### config.mk
export PLATFORM = sky130hd
export DESIGN_NAME = mem_port_arbiter
export DESIGN_NICKNAME = d
export VERILOG_FILES = /design/src/rtl/mem_arb_pkg.sv /design/src/rtl/mem_port_arbiter.sv
export SDC_FILE = /design/constraint.sdc
export NUM_CORES = 1
export LEC_CHECK = 0
export CORE_AREA = 2 2 106 108
export CTS_CLUSTER_DIAMETER = 200
export DETAILED_ROUTE_END_ITERATION = 10
export DIE_AREA = 0 0 108 110
export PLACE_DENSITY = 0.8
export SLEW_MARGIN = 20
export SYNTH_ARGS = -nofsm -noshare
export SYNTH_HDL_FRONTEND = slang
export SYNTH_SLANG_ARGS = --single-unit
### constraint.sdc
create_clock -name clk -period 3 [get_ports clk]
set_clock_uncertainty 0.1 [all_clocks]
set_input_delay 0.6 -clock clk [delete_from_list [all_inputs] [get_ports clk]]
set_output_delay 0.6 -clock clk [all_outputs]
set_load 0.005 [all_outputs]
### src/rtl/mem_arb_pkg.sv
// Shared types and grant-priority helper for mem_port_arbiter.
package mem_arb_pkg;

   typedef enum logic [1:0] {
      IDLE,
      I_BUSY,
      D_BUSY
   } arb_state_t;

   typedef enum logic {
      GNT_I,
      GNT_D
   } grant_t;

   localparam logic [3:0] BYTE_EN_ALL = 4'hF;

   // On a tie the requester that did not win last time gets the port.
   function automatic grant_t pick(input logic i_req, input logic d_req, input grant_t last_grant);
      if (i_req && d_req) begin
         return (last_grant == GNT_D) ? GNT_I : GNT_D;
      end else if (i_req) begin
         return GNT_I;
      end else begin
         return GNT_D;
      end
   endfunction

endpackage

### src/rtl/mem_port_arbiter.sv
// Shares one memory port between instruction fetch and data requesters, one transaction at a time.
// Optional macro ARB_ROUND_ROBIN_EN replaces fixed data priority with alternating tie-break.
module mem_port_arbiter
   import mem_arb_pkg::*;
#(
   parameter int ADDR_W = 32,
   parameter int DATA_W = 32
) (
   input  logic                  clk,
   input  logic                  rst,
   input  logic                  i_read,
   input  logic [ADDR_W-1:0]     i_addr,
   output logic [DATA_W-1:0]     i_rdata,
   output logic                  i_resp,
   input  logic                  d_read,
   input  logic                  d_write,
   input  logic [DATA_W/8-1:0]   d_mbe,
   input  logic [ADDR_W-1:0]     d_addr,
   input  logic [DATA_W-1:0]     d_wdata,
   output logic [DATA_W-1:0]     d_rdata,
   output logic                  d_resp,
   output logic                  mem_read,
   output logic                  mem_write,
   output logic [DATA_W/8-1:0]   mem_byte_enable,
   output logic [ADDR_W-1:0]     mem_address,
   output logic [DATA_W-1:0]     mem_wdata,
   input  logic [DATA_W-1:0]     mem_rdata,
   input  logic                  mem_resp,
   output logic                  busy
);

   localparam int BE_W = DATA_W / 8;

   arb_state_t          state_q, state_d;
   logic                mem_read_q, mem_read_d;
   logic                mem_write_q, mem_write_d;
   logic [BE_W-1:0]     mem_be_q, mem_be_d;
   logic [ADDR_W-1:0]   mem_addr_q, mem_addr_d;
   logic [DATA_W-1:0]   mem_wdata_q, mem_wdata_d;
   logic                any_req;
   logic                d_req;
   grant_t              gnt;
   grant_t              last_grant_eff;
   logic                unused_addr_bits;

`ifdef ARB_ROUND_ROBIN_EN
   grant_t              last_grant_q, last_grant_d;
   assign last_grant_eff = last_grant_q;
`else
   assign last_grant_eff = GNT_I;
`endif

   assign unused_addr_bits = ^{i_addr[1:0], d_addr[1:0]};

   assign d_req   = d_read | d_write;
   assign any_req = i_read | d_req;
   assign gnt     = pick(i_read, d_req, last_grant_eff);

   always_comb begin
      state_d     = state_q;
      mem_read_d  = mem_read_q;
      mem_write_d = mem_write_q;
      mem_be_d    = mem_be_q;
      mem_addr_d  = mem_addr_q;
      mem_wdata_d = mem_wdata_q;
`ifdef ARB_ROUND_ROBIN_EN
      last_grant_d = last_grant_q;
`endif
      case (state_q)
         IDLE: begin
            if (any_req) begin
`ifdef ARB_ROUND_ROBIN_EN
               last_grant_d = gnt;
`endif
               if (gnt == GNT_D) begin
                  // A simultaneous read and write is treated as a write only.
                  state_d     = D_BUSY;
                  mem_write_d = d_write;
                  mem_read_d  = ~d_write;
                  mem_be_d    = d_write ? d_mbe : {BE_W{1'b1}};
                  mem_addr_d  = {d_addr[ADDR_W-1:2], 2'b00};
                  mem_wdata_d = d_wdata;
               end else begin
                  state_d     = I_BUSY;
                  mem_write_d = 1'b0;
                  mem_read_d  = 1'b1;
                  mem_be_d    = {BE_W{1'b1}};
                  mem_addr_d  = {i_addr[ADDR_W-1:2], 2'b00};
                  mem_wdata_d = '0;
               end
            end
         end
         I_BUSY, D_BUSY: begin
            if (mem_resp) begin
               state_d     = IDLE;
               mem_read_d  = 1'b0;
               mem_write_d = 1'b0;
            end
         end
         default: begin
            state_d     = IDLE;
            mem_read_d  = 1'b0;
            mem_write_d = 1'b0;
         end
      endcase
   end

   always_ff @(posedge clk) begin
      if (rst) begin
         state_q     <= IDLE;
         mem_read_q  <= 1'b0;
         mem_write_q <= 1'b0;
         mem_be_q    <= '0;
         mem_addr_q  <= '0;
         mem_wdata_q <= '0;
`ifdef ARB_ROUND_ROBIN_EN
         last_grant_q <= GNT_I;
`endif
      end else begin
         state_q     <= state_d;
         mem_read_q  <= mem_read_d;
         mem_write_q <= mem_write_d;
         mem_be_q    <= mem_be_d;
         mem_addr_q  <= mem_addr_d;
         mem_wdata_q <= mem_wdata_d;
`ifdef ARB_ROUND_ROBIN_EN
         last_grant_q <= last_grant_d;
`endif
      end
   end

   assign mem_read        = mem_read_q;
   assign mem_write       = mem_write_q;
   assign mem_byte_enable = mem_be_q;
   assign mem_address     = mem_addr_q;
   assign mem_wdata       = mem_wdata_q;
   assign busy            = (state_q != IDLE);

   // Completion is a same-cycle pass-through of the memory response to the current owner.
   assign i_resp  = (state_q == I_BUSY) && mem_resp;
   assign d_resp  = (state_q == D_BUSY) && mem_resp;
   assign i_rdata = i_resp ? mem_rdata : '0;
   assign d_rdata = d_resp ? mem_rdata : '0;

endmodule

==> flow_summary.ini, run 1 <==
[synthesis]
seq_area_frac_synth_pct = 40.5
async_reset_ff_share_pct = 0
synth_edf_count = 0
synth_area_per_cell_um2 = 8.48
synthFlopType = dfxtp_1
synthCells = 408
ys_types = 33
synth.yosys.warnings = 0
synth-seq-cells = 70
mappedNetlistArea_um2 = 3460

[sta]
fin_ws_ps = 194
setup_viol = 0
worstMarginPinSlew_ps = 638
whs_ps = 374
rsz0062_at_grt = no
fmax_ghz = 0.356
fin_crit_ps = 2810
fin_tns_setup_ps = 0
slew_violations = 0
relSlewSlack_pct = 57.3
period_share_pct = 93.5
hold_viol = 0

[die]
chipWidth_um = 108
die_area_um2 = 11900
ios = 275
die_h_um = 110
initial_core_util_pct = 32.3
core_um2 = 10700
num_rows = 38

[worst_setup_path]
reg2reg_to = mem_wdata[13]
endpoint_kind = primary output
endpoint = d_rdata[15]
r2r_cells = 7
rrSetupSlack_ps = 980
arrival_ps = 2110
cp-start-kind = primary input
startpoint = mem_resp
cp.required_ps = 2300
rr_startpoint = state_q[0]
crit_type = in -> out
critical_path.max_fanout = 36

[routing]
vias = 4152
finalWirelength_um = 13700
ant_nets = 0
wl_per_cell_um = 17.1
drc_errors = 0
post_drt_via_cell_ratio = 5.16
drtIter0Drc = 335
dr.pass1.iters = 4

[placed_design]
place_ws_ps = 208
portBuffers = 268
post_dp_cell_area_um2 = 6230
dpl.cell_count = 787
place_congestion = 0.871
place_hpwl_um = 10100

[final_layout]
seq_area_um2 = 1400
utilization_pct = 60.3
multi_input_area_um2 = 1820
design_area_um2 = 6450
fin_nets = 799
nFillCells = 910
area_growth_pct = 86.5
stdcell_count = 804
layout-drive-gt1-share_pct = 6.03

[run]
drv_cap = 0

[power]
ir_worst_vdd_uv = 243
power.total_mw = 2.92
power_density_nw_per_um2 = 453
p_leak_nw = 2.66

[global_routing]
antenna_found_initial = 0
grt_pass1_vias = 3918
grt_max_degree = 39
grt_overflow = 0
grt_pass1_wl_um = 20400
grt_usage_pct = 21.7

[clocking]
cts_setup_buffers = 0
clockRootBuffer = clkbuf_8
htreeDepth = 3
clk_pin_slew_ps = 70
clockBufferDepth = 2
cts_tree = yes
cts_resized = 0
clock-sinks = 70
postCtsHoldBufs = 0
cts_buffers = 9
clk_latency_ps = 330

[min_path]
hold_class = reg -> reg
hold-path-cell-count = 1
min_from = mem_wdata[10]

[run_status]
run_status = finished, final reports clean
-- report_power, final --
group,leakage [nW],switching [mW],internal (mW)
clock,0.106,0.356,0.467
combinational,1.97,0.397,0.573
sequential,0.580,0.0777,1.05
total,2.66,0.831,2.09
-- worst max-delay path, cell delays in order --
cell and delay [ps]:
clkdlybuf4s50_1 480, buf_4 280, and3_1 210, clkdlybuf4s50_1 530
-- per-layer routing --
layer / share of wire (%) / global-route usage (%) / vias up
li1: - / - / 2022
met1: 44 / 28.0 / 1948
met2: 47 / 35.4 / 167
met3: 7.6 / 6.29 / 15
met4: 1.2 / 6.04 / 0
met5: 0 / 0 / -
-- logic make-up (layout without fill, tap and decap cells) --
kind of cell    after synthesis  after routing  synth area share, %
flops                        70             70                 40.5
simple gates                212            212                 34.8
buf+inv                      52            306                 7.23
compound gates               70             70                 16.3
other cells                   1              3                0.108
fa+ha+maj                     3              3                 1.09
-- how the worst min path moves through the flow --
| stage | to |
|---|---|
| 4_1_cts | mem_read |
| 6_report | mem_wdata[10] |
| 5_1_grt | mem_wdata[9] |
| 3_3_place_gp | mem_wdata[9] |
| 3_5_place_dp | mem_wdata[24] |
| 2_1_floorplan | mem_read |
-- cell type report --
cell class	count	share of cell area (%)
antenna	1	0.0388
clock buffer	10	1.98
clock inverter	6	1.34
inverter	4	0.233
multi-input combinational	287	28.2
sequential	70	21.7
tap	140	2.72
timing repair buffer	286	43.8
-- flip-flops by register name, indices dropped and copies added, names as in the netlist --
| signal | cells |
|---|---|
| mem_address | 30 |
| mem_byte_enable | 4 |
| mem_read | 1 |
| mem_wdata | 32 |
| mem_write | 1 |
| state_q | 2 |
-- Yosys cell counts, types with 2 or more instances --
library cell / number / area share [%]
a21oi_1: 3 / 0.43
a22o_1: 32 / 8.1
and2_1: 2 / 0.36
and3_1: 64 / 12
buf_2: 11 / 1.6
buf_4: 3 / 0.65
buf_6: 4 / 1.3
clkbuf_1: 30 / 3.3
dfxtp_1: 70 / 41
ha_1: 3 / 1.1
inv_1: 3 / 0.33
nand2_1: 2 / 0.22
nand2b_1: 2 / 0.36
nor2_1: 68 / 7.4
nor2b_1: 2 / 0.36
nor3_1: 5 / 0.72
nor4_1: 29 / 5.2
o21ai_0: 2 / 0.29
o31ai_1: 30 / 6.5
or4_1: 30 / 6.5
-- cell usage in the layout, fill, tap and decap left out, drive strengths merged, types with 2 or more instances in the layout --
cell type | netlist | layout
and2 | 2 | 2
o21ai | 2 | 2
nor2 | 70 | 70
nor3 | 6 | 6
inv | 4 | 4
nand2 | 2 | 2
and3 | 64 | 64
o31ai | 30 | 30
clkdlybuf4s50 | 0 | 267
nand2b | 2 | 2
clkbuf | 30 | 10
ha | 3 | 3
a21oi | 3 | 3
clkinv | 0 | 3
nor2b | 2 | 2
nor4 | 30 | 30
dfxtp | 70 | 70
conb | 1 | 2
a22o | 32 | 32
or4 | 30 | 30
buf | 18 | 19
bufinv | 0 | 2
Note: power is estimated with default switching activity, not from simulation.
==> run 2, diff against run 1 <==
==> constraint.sdc (replaced) <==
create_clock -name clk -period 3 [get_ports clk]
set_clock_uncertainty 0.1 [all_clocks]
set_input_delay 0.6 -clock clk [delete_from_list [all_inputs] [get_ports clk]]
set_output_delay 0.6 -clock clk [all_outputs]
set_load 0.01 [all_outputs]
==> run 2 against run 1 <==
Compared with the run above:
- global-route usage up 0.10 points
- register-to-register slack worse by 20 ps
- utilization up 0.29 points
- sequential share of layout area down 0.10 points
- via count up 0.87%
- final cell count unchanged
- worst setup slack worse by 28 ps
- combinational power up 6%
- total power up 5.8%
- non-clock buffer count unchanged
- critical path type unchanged
==> flow_summary.ini, run 2 (same netlist as run 1, synthesis figures left out) <==
[worst_setup_path]
crit_type = in -> out
startpoint = mem_resp
crit_chain = clkdlybuf4s50_1, buf_4, and3_1, clkdlybuf4s50_1
reg2reg_to = mem_wdata[13]
path_buf_inv = 3
crit_cells = 4
critical_path.max_fanout = 32
slowest_stage = clkdlybuf4s50_1
rr_startpoint = state_q[0]
rrSetupSlack_ps = 960
r2r_cells = 7
endpoint_kind = primary output
max_stage_delay_ps = 610
cp.required_ps = 2300
crit_family = buffers and inverters
path_common_cell = clkdlybuf4s50_1
arrival_ps = 2130
endpoint = d_rdata[21]
cp-start-kind = primary input

[die]
die_area_um2 = 11900
initial_core_util_pct = 32.3
core_um2 = 10700
ios = 275
die_h_um = 110
chipWidth_um = 108
num_rows = 38

[global_routing]
antenna_found_initial = 0
grt_pass1_vias = 3953
grt_pass1_wl_um = 20700
grt_usage_pct = 21.8
grt_overflow = 0
grt_max_degree = 39

[sta]
worstMarginPinSlew_ps = 662
period_share_pct = 94.5
hold_viol = 0
slew_violations = 0
fin_tns_setup_ps = 0
fmax_ghz = 0.353
rsz0062_at_grt = no
relSlewSlack_pct = 55.7
whs_ps = 375
setup_viol = 0
fin_crit_ps = 2830

[clocking]
clk_pin_slew_ps = 70
cts_buffers = 9
cts_resized = 0
cts_setup_buffers = 0
clock-sinks = 70
clockBufferDepth = 2
htreeDepth = 3
clockRootBuffer = clkbuf_8
cts_tree = yes
postCtsHoldBufs = 0
clk_latency_ps = 330

[placed_design]
portBuffers = 268
place_hpwl_um = 9970
dpl.cell_count = 787
place_congestion = 0.870

[routing]
post_drt_via_cell_ratio = 5.21
ant_nets = 0
drc_errors = 0
finalWirelength_um = 13700
wl_per_cell_um = 17.0
vias = 4188
drtIter0Drc = 383
dr.pass1.iters = 5

[final_layout]
layout-drive-gt1-share_pct = 6.18
fin_nets = 799
largest_register_ffs = 32
final_common_cell = clkdlybuf4s50_1
utilization_pct = 60.6
stdcell_count = 804
area_growth_pct = 87.4
layout_common_cells = clkdlybuf4s50_1, dfxtp_1, nor2_1, and3_1, a22o_1

[power]
p_leak_nw = 2.67
ir_worst_vdd_uv = 262
power_density_nw_per_um2 = 477

[run]
drv_cap = 0

[run_status]
run_status = finished, final reports clean

[min_path]
hold_class = reg -> reg
## run 2: metrics by stage
| step | area (µm²) | setup slack (ps) | total power, mW |
|---|---|---|---|
| finish | 6480 | 166 | 3.09 |
| global route | 6480 | 117 | 3.25 |
| CTS | 6480 | 179 | 3.12 |
| detailed placement | 6230 | 179 | 2.17 |
| global placement | 6230 | 211 | 2.15 |
| floorplan | 3460 | 1070 | 1.59 |
## run 2: how the worst min path moves through the flow
| stage | cells past startpoint | to | start |
|---|---|---|---|
| 2_1_floorplan | 2 | state_q[1] | state_q[1] |
| 3_3_place_gp | 1 | mem_wdata[9] | mem_wdata[9] |
| 3_5_place_dp | 1 | mem_wdata[5] | mem_wdata[5] |
| 4_1_cts | 1 | mem_wdata[14] | mem_wdata[14] |
| 5_1_grt | 1 | mem_wdata[14] | mem_wdata[14] |
| 6_report | 1 | mem_wdata[9] | mem_wdata[9] |
## run 2: where the power goes
group	leakage, nW	switching (mW)	internal, mW
clock network	0.124	0.377	0.557
registers	0.580	0.0792	1.05
logic	1.97	0.452	0.575
total	2.67	0.908	2.18
## run 2: layout make-up
type | count | area [µm²]
Antenna cell | 1 | 2.50
Sequential cell | 70 | 1400
Fill cell | 912 | 4220
Clock inverter | 7 | 121
Clock buffer | 9 | 124
Multi-Input combinational cell | 287 | 1820
Tap cell | 140 | 175
Inverter | 4 | 15.0
Timing Repair Buffer | 286 | 2830
## run 2: layer usage
metal / GRT usage, % / share of wire [%] / vias to the layer above
li1: - / - / 2019
met1: 28.8 / 43 / 1934
met2: 34.8 / 47 / 213
met3: 5.76 / 8.4 / 22
met4: 6.96 / 1.8 / 0
met5: 0 / 0 / -
## run 2: worst register-to-register path: stages, from the launching register on
cell and delay (ps):
dfxtp_1 330, inv_1 80, ha_1 190, buf_4 400, o31a_4 300, nor2_4 30, buf_4 250, a22o_1 240
